[config.mk]
export PLATFORM = sky130hd
export DESIGN_NAME = ltc2308_sampler
export DESIGN_NICKNAME = d
export VERILOG_FILES = /design/src/rtl/ltc2308_sampler.sv
export SDC_FILE = /design/constraint.sdc
export NUM_CORES = 1
export LEC_CHECK = 0
export CORE_MARGIN = 2
export CORE_UTILIZATION = 55
export DETAILED_ROUTE_END_ITERATION = 10
export MAX_ROUTING_LAYER = met4
export PLACE_DENSITY = 0.75
export SLEW_MARGIN = 40
export SYNTH_ARGS = -nofsm -noshare
export SYNTH_HDL_FRONTEND = slang
export SYNTH_SLANG_ARGS = --single-unit
[constraint.sdc]
create_clock -name clk -period 3.4 [get_ports clk]
set_input_delay 0.68 -clock clk [delete_from_list [all_inputs] [get_ports clk]]
set_output_delay 0.68 -clock clk [all_outputs]
set_load 0.02 [all_outputs]
[src/rtl/ltc2308_sampler.sv]
// LTC2308 SPI ADC sampler: fixed-rate CONVST/SCK sequencing, 6-bit config write-out and 12-bit
// readback, with channel tagging that follows the ADC's one-frame config pipeline.
module ltc2308_sampler #(
    parameter int unsigned SAMPLE_DIV    = 1000,
    parameter int unsigned CONVST_CYCLES = 2,
    parameter int unsigned CONV_CYCLES   = 80,
    parameter int unsigned SCK_HALF      = 2,
    parameter int unsigned UNIPOLAR      = 1
) (
    input  logic        clk,
    input  logic        reset,
    input  logic        run,
    input  logic [2:0]  channel,
    output logic        adc_convst,
    output logic        adc_sck,
    output logic        adc_sdi,
    input  logic        adc_sdo,
    output logic [11:0] adc_data,
    output logic [2:0]  adc_channel,
    output logic        sample_strobe,
    output logic        busy
);

    localparam int unsigned FCNT_W = $clog2(SAMPLE_DIV);
    localparam int unsigned HCNT_W = (SCK_HALF > 1) ? $clog2(SCK_HALF) : 1;
    localparam int unsigned T0     = CONVST_CYCLES + CONV_CYCLES;

    if (SAMPLE_DIV < CONVST_CYCLES + CONV_CYCLES + 24 * SCK_HALF + 2 ||
        CONVST_CYCLES == 0 || CONV_CYCLES == 0 || SCK_HALF == 0) begin : g_param_check
        $error("ltc2308_sampler: SAMPLE_DIV too small for the configured frame timing");
    end

    typedef enum logic [2:0] {StIdle, StConvst, StConvWait, StShift, StDone} state_t;

    state_t              state_q, state_d;
    logic [FCNT_W-1:0]   fcnt_q, fcnt_d;
    logic [HCNT_W-1:0]   hcnt_q, hcnt_d;
    logic                sck_hi_q, sck_hi_d;
    logic [3:0]          bit_q, bit_d;
    logic [11:0]         shreg_q;
    logic [5:0]          sdi_sr_q;
    logic [2:0]          cfg_ch_q, prev_ch_q;
    logic                suppress_q;
    logic                latch_cfg, capture, frame_end;

    always_comb begin
        state_d   = state_q;
        fcnt_d    = fcnt_q + FCNT_W'(1);
        hcnt_d    = hcnt_q;
        sck_hi_d  = sck_hi_q;
        bit_d     = bit_q;
        latch_cfg = 1'b0;
        capture   = 1'b0;
        frame_end = 1'b0;
        unique case (state_q)
            StIdle: begin
                // fcnt==0 here means a held (stopped) idle; otherwise wait out the frame period.
                fcnt_d = '0;
                if (run) begin
                    if (fcnt_q == '0 || fcnt_q == FCNT_W'(SAMPLE_DIV - 1)) begin
                        state_d   = StConvst;
                        latch_cfg = 1'b1;
                    end else begin
                        fcnt_d = fcnt_q + FCNT_W'(1);
                    end
                end
            end
            StConvst: begin
                if (fcnt_q == FCNT_W'(CONVST_CYCLES - 1)) state_d = StConvWait;
            end
            StConvWait: begin
                hcnt_d   = '0;
                sck_hi_d = 1'b0;
                bit_d    = '0;
                if (fcnt_q == FCNT_W'(T0 - 1)) state_d = StShift;
            end
            StShift: begin
                if (hcnt_q == HCNT_W'(SCK_HALF - 1)) begin
                    hcnt_d = '0;
                    if (!sck_hi_q) begin
                        sck_hi_d = 1'b1;
                        capture  = 1'b1;
                    end else begin
                        sck_hi_d = 1'b0;
                        bit_d    = bit_q + 4'd1;
                        if (bit_q == 4'd11) begin
                            bit_d     = '0;
                            state_d   = StDone;
                            frame_end = 1'b1;
                        end
                    end
                end else begin
                    hcnt_d = hcnt_q + HCNT_W'(1);
                end
            end
            StDone: state_d = StIdle;
            default: state_d = StIdle;
        endcase
    end

    always_ff @(posedge clk or posedge reset) begin
        if (reset) begin
            state_q       <= StIdle;
            fcnt_q        <= '0;
            hcnt_q        <= '0;
            sck_hi_q      <= 1'b0;
            bit_q         <= '0;
            shreg_q       <= '0;
            sdi_sr_q      <= '0;
            cfg_ch_q      <= '0;
            prev_ch_q     <= '0;
            suppress_q    <= 1'b1;
            adc_data      <= '0;
            adc_channel   <= '0;
            sample_strobe <= 1'b0;
        end else begin
            state_q       <= state_d;
            fcnt_q        <= fcnt_d;
            hcnt_q        <= hcnt_d;
            sck_hi_q      <= sck_hi_d;
            bit_q         <= bit_d;
            sample_strobe <= frame_end && !suppress_q;
            if (latch_cfg) begin
                cfg_ch_q <= channel;
                sdi_sr_q <= {1'b1, channel[0], channel[2], channel[1], UNIPOLAR != 0, 1'b0};
            end
            // Advance the config bit only as a new low phase begins.
            if (state_q == StShift && sck_hi_q && hcnt_q == HCNT_W'(SCK_HALF - 1)) begin
                sdi_sr_q <= {sdi_sr_q[4:0], 1'b0};
            end
            if (capture) shreg_q <= {shreg_q[10:0], adc_sdo};
            if (frame_end) begin
                adc_data    <= shreg_q;
                adc_channel <= prev_ch_q;
                prev_ch_q   <= cfg_ch_q;
                suppress_q  <= 1'b0;
            end
        end
    end

    assign adc_convst = (state_q == StConvst);
    assign adc_sck    = (state_q == StShift) && sck_hi_q;
    assign adc_sdi    = (state_q == StShift) && sdi_sr_q[5];
    assign busy       = (state_q != StIdle);

endmodule
# [Yosys cells after proc, flatten, opt, wreduce, memory -nomap -nowiden]
# Index checks and enable logic that the tools add are counted.
[classes] n_addsub=3 n_eq_ne=14 muxes=31 n_reduce_logical=14
[op_table] cell="10-bit two-way mux" count=3
[op_table] cell="3-bit two-way mux" count=7
[op_table] cell="1-bit two-way mux" count=12
[op_table] cell="4-bit two-way mux" count=3
[op_table] cell="6-bit two-way mux" count=2
[op_table] cell="2-bit inequality test (second input constant)" count=6
[op_table] cell="3-bit case mux with 4 select lines" count=1
[op_table] cell="10-bit by 1-bit adder with 10-bit output (second input constant)" count=1
[op_table] cell="10-bit by 1-bit == test with 1-bit output (second input constant)" count=1
[op_table] cell="10-bit == test (second input constant)" count=1
[op_table] cell="10-bit by 7-bit == test with 1-bit output (second input constant)" count=1
[op_table] cell="10-bit zero test" count=1
[op_table] cell="4-bit case mux with 2 select lines" count=1
[op_table] cell="7-bit AND reduction" count=1
[op_table] cell="3-bit by 2-bit == test with 1-bit output (second input constant)" count=2
[op_table] cell="4-bit by 1-bit adder with 4-bit output (second input constant)" count=1
[op_table] cell="4-bit == test (second input constant)" count=1
[op_table] cell="1-bit logical AND" count=4
[op_table] cell="1-bit case mux with 2 select lines" count=2
[op_table] cell="2-bit nonzero test" count=2
[op_table] cell="3-bit by 1-bit == test with 1-bit output (second input constant)" count=1
[op_table] cell="3-bit zero test" count=1
[op_table] cell="3-bit AND reduction" count=1
[op_table] cell="3-bit nonzero test" count=1
[op_table] cell="5 further kinds" count=5
[totals] ff_bits=60 in_bits=7 elab_cells=75

# [Depth between registers and ports, before layout]
[depth] word_depth=7 depth_mapped=7 mapped_depth_nobuf=7

# [Least setup slack after synthesis]
# No wires, ideal clock.
[synth_timing] kind="register -> register" startpoint="reg fcnt_q[3]" endpoint="reg cfg_ch_q[0]" slack_ns=1.054 path_buffers=0 arrival_ns=2.221 path_stages_with_launch=5 cell_sequence="dfrtp_1 > or4_1 > or4_4 > a211oi_4 > mux2_2"
[synth_between] elab_chain_len=5 word_cells_on_any_way=6 cone_classes="eq/ne (1); mux (3); reduce/logical (2)"
[synth_lines] element="start, declared" line_no="36" text="logic [FCNT_W-1:0] fcnt_q, fcnt_d;"
[synth_lines] element="start signal, assigned" line_no="118" text="fcnt_q <= fcnt_d;"
[synth_lines] element="10-bit == test or 10-bit zero test (tied branches)" line_no="60" text="if (fcnt_q == '0 || fcnt_q == FCNT_W'(SAMPLE_DIV - 1)) begin"
[synth_lines] element="1-bit logical OR (*)" line_no="60"
[synth_lines] element="1-bit two-way mux (*)" line_no="60"
[synth_lines] element="1-bit two-way mux (*)" line_no="59" text="if (run) begin"
[synth_lines] element="1-bit two-way mux (*)" line_no="55" text="unique case (state_q)"
[synth_lines] element="end signal, assigned" line_no="124" text="cfg_ch_q <= channel;"
[synth_lines] element="end, declared" line_no="42" text="logic [2:0] cfg_ch_q, prev_ch_q;"
# Every way passes the cells marked *; elsewhere a longest branch is shown, timed or not.
# A chain may end at the register's enable or synchronous reset.

# [Worst setup path in the final report]
[layout_timing] startpoint="reg state_q[1]" endpoint="out adc_sck"
[layout_between] elab_chain_len=2
[layout_lines] element="start, declared" line_no="35" text="state_t state_q, state_d;"
[layout_lines] element="start signal, assigned" line_no="103" text="state_q <= StIdle;"
[layout_lines] element="start signal, assigned" line_no="117" text="state_q <= state_d;"
[layout_lines] element="3-bit by 2-bit == test with 1-bit output" line_no="142" text="assign adc_sck = (state_q == StShift) && sck_hi_q;"
[layout_lines] element="1-bit logical AND" line_no="142"
[layout_lines] element="end, declared" line_no="15" text="output logic adc_sck,"
# No other way between the ends.

==> flow_summary.toml <==
[global_route]
met2_usage_pct = 32.9
grt_pass1_vias = 1745
antenna_found_initial = 0
grt_use_total_pct = 21.0
gr-total-overflow = 0
gr-usage-met1_pct = 25.7
grt_pass1_wl_mm = 8.06
met3_usage_pct = 4.78
grt-busiest-layer = "met2"
grt_max_degree = 60

[clock_network]
ctsHoldBuffers = 0
cts_buffers = 9
post-cts-setup-buffers = 0
clk-insertion-delay-late_ps = 330
clockBufferDepth = 2
path_clk_slew_ps = 60
cts_htree_levels = 3
tritoncts = "yes"
cts-root-buf = "clkbuf_8"
postCtsResizedCells = 0
clock_sinks = 59

[timing]
skew_ps = 10.0
fin_ws_ps = 757
fin_setup_tns_ps = 0
fmax_ghz = 0.378
setup_viol = 0
fin_crit_sh_pct = 77.7
final_hold_viol_count = 0
slew_headroom_pct = 51.5
worstMarginPinSlew_ps = 728
drv_slew = 0
holdWs_ps = 481
grt_setup_unrepaired = "no"
finalCriticalPeriod_ps = 2640

[final_layout]
syn_to_final_growth_pct = 20.5
diodes = 0
drive_above_1_share_pct = 24.5
utilization_pct = 69.1
fin_nets = 247

[outcome]
outcome = "complete, no violations"

[floorplan]
dieArea_sq_um = 5130
core_area_sq_um = 4380
start_util_pct = 57.4
die_h_um = 71.6
rows = 24
die_w_um = 71.6
ioPinCount = 27

[logic_synthesis]
synthesis.instances = 202
yosysWarningCount = 0
synth-xor-area-share_pct = 2.79
synth.area.mux_share_pct = 14.8
synth_top_family_by_area = "multiplexers"
async_flop_share_pct = 100
ys_seq_elements = 59
yosys.area_share.adder_pct = 1.99
yosysSeqAreaShare_pct = 58.8
yosys.area_share.simple_pct = 12.1
synth_flop_cell = "dfrtp_1"
syn_avg_cell_area_sq_um = 12.5
synth_compound_area_share_pct = 7.46
synthDistinctLibCells = 36
synth_area_sq_um = 2510
synth_nets = 213
synth_edf_count = 0

[worst_setup_path]
r2r_setup_slack_ps = 910
crit_arrival_ps = 1960
critical_path_class = "flop to primary output"
path_max_fanout = 9
worst_r2r_path_depth = 4
critPathRequiredTime_ps = 2720
end_kind = "primary output"
cp-start-kind = "flop"

[placement]
hpwl_mm = 3.11
dp_slack_ps = 918
io_buffer_count = 26
gp_congestion = 0.898

[route]
drtPass1Iterations = 4
drc_errors = 0
vias = 1651
first_iter_violations = 77
viasPerCell = 5.63
ant_nets = 0
wl_per_cell_um = 15.7
wl_mm = 4.59

[min_path]
hold_class = "flop to flop"
holdPathStages = 1

[run]
cap_violations = 0

[power]
p_total_uw = 1330
cellPowerDensity_nw_per_um2 = 440
cellLeakagePower_uw = 0.00145
max-vdd-ir-drop_v = 0.000291
[cells in the final DEF (no fill, tap or decap), types with 2 or more instances in the layout]
| cell | instances |
|---|---|
| a21o_1 | 3 |
| a21oi_1 | 6 |
| a22o_1 | 4 |
| a31oi_1 | 3 |
| and3_1 | 5 |
| buf_4 | 3 |
| clkbuf_1 | 2 |
| clkbuf_8 | 9 |
| clkdlybuf4s50_1 | 26 |
| clkinv_2 | 3 |
| dfrtp_1 | 58 |
| ha_1 | 4 |
| inv_1 | 7 |
| mux2_2 | 33 |
| nand2_1 | 10 |
| nand3_1 | 4 |
| nand4_1 | 2 |
| nor2_1 | 16 |
| nor2b_1 | 4 |
| nor3_1 | 4 |
| o21ai_0 | 5 |
| or3_1 | 2 |
| or4_1 | 2 |
| xnor2_1 | 5 |
| xor2_1 | 3 |
[path summary, 6_finish.rpt]
check                                    to        start
worst min register to register  sdi_sr_q[2]  sdi_sr_q[2]
min in group asynchronous       shreg_q[11]        reset
worst max register to register  cfg_ch_q[1]    fcnt_q[3]
worst max-delay path                adc_sck   state_q[1]
worst min-delay path            sdi_sr_q[2]  sdi_sr_q[2]
max in group asynchronous          bit_q[1]        reset
[cells in the mapped netlist (all sizes together), types with 2 or more instances]
library cell	count	area [sq um]
inv	8	30.0
a22o	4	35.0
or4	3	26.3
o21ai	5	25.0
nand4	2	12.5
a21o	3	22.5
and3	6	38.8
dfrtp	58	1450
clkbuf	4	15.0
a21oi	6	30.0
xor2	3	26.3
xnor2	5	43.8
nor3b	2	15.0
buf	2	8.75
nor3	4	20.0
nor2	16	60.1
or3	2	12.5
mux2	33	372
ha	4	50.1
nand3	4	20.0
nor2b	5	31.3
a31oi	4	31.3
nand2	10	37.5
[per-layer routing]
metal,vias up,share of wire (%)
li1,775,-
met1,830,44
met2,32,50
met3,14,3.6
met4,0,2.7
met5,-,0
[through the flow]
| step | std cells | instance area, sq um |
|---|---|---|
| global placement | 277 | 2850 |
| CTS | 293 | 3030 |
| finish | 293 | 3030 |
| floorplan | 202 | 2510 |
| detailed placement | 277 | 2850 |
| global route | 293 | 3030 |
[report_power, final]
| part | internal [uW] | switching [uW] | total, uW |
|---|---|---|---|
| Clock | 336 | 260 | 596 |
| Sequential | 707 | 2.38 | 710 |
| Combinational | 10.3 | 17.9 | 28.2 |
| Total | 1050 | 281 | 1330 |
[final cells by class]
cell class                      count  area [sq um]
Inverter                            8          30.0
Fill cell                         309          1350
Multi-Input combinational cell    129           991
Timing Repair Buffer               29           283
Clock buffer                       11           131
Sequential cell                    59          1480
Clock inverter                      5          53.8
Tap cell                           52          65.1
[critical path: stages, from the launching register on]
cell and delay [ps]:
dfrtp_1 480, nor2b_1 340, and3_1 210, clkdlybuf4s50_1 600
[state kept, by name, indices dropped and copies added, names as in the netlist]
signal / count
sck_hi_q: 1
state_q: 3
prev_ch_q: 3
sample_strobe: 1
suppress_q: 1
sdi_sr_q: 5
fcnt_q: 10
hcnt_q: 1
bit_q: 4
shreg_q: 12
cfg_ch_q: 3
adc_data: 12
adc_channel: 3
[kinds of logic after synthesis]
logic type / count (synthesis)
mux: 33
simple gates: 58
fa+ha+maj: 4
xor+xnor: 8
flops: 59
compound gates: 26
buf+inv: 14
No activity file was read; power rests on OpenSTA's default activity.
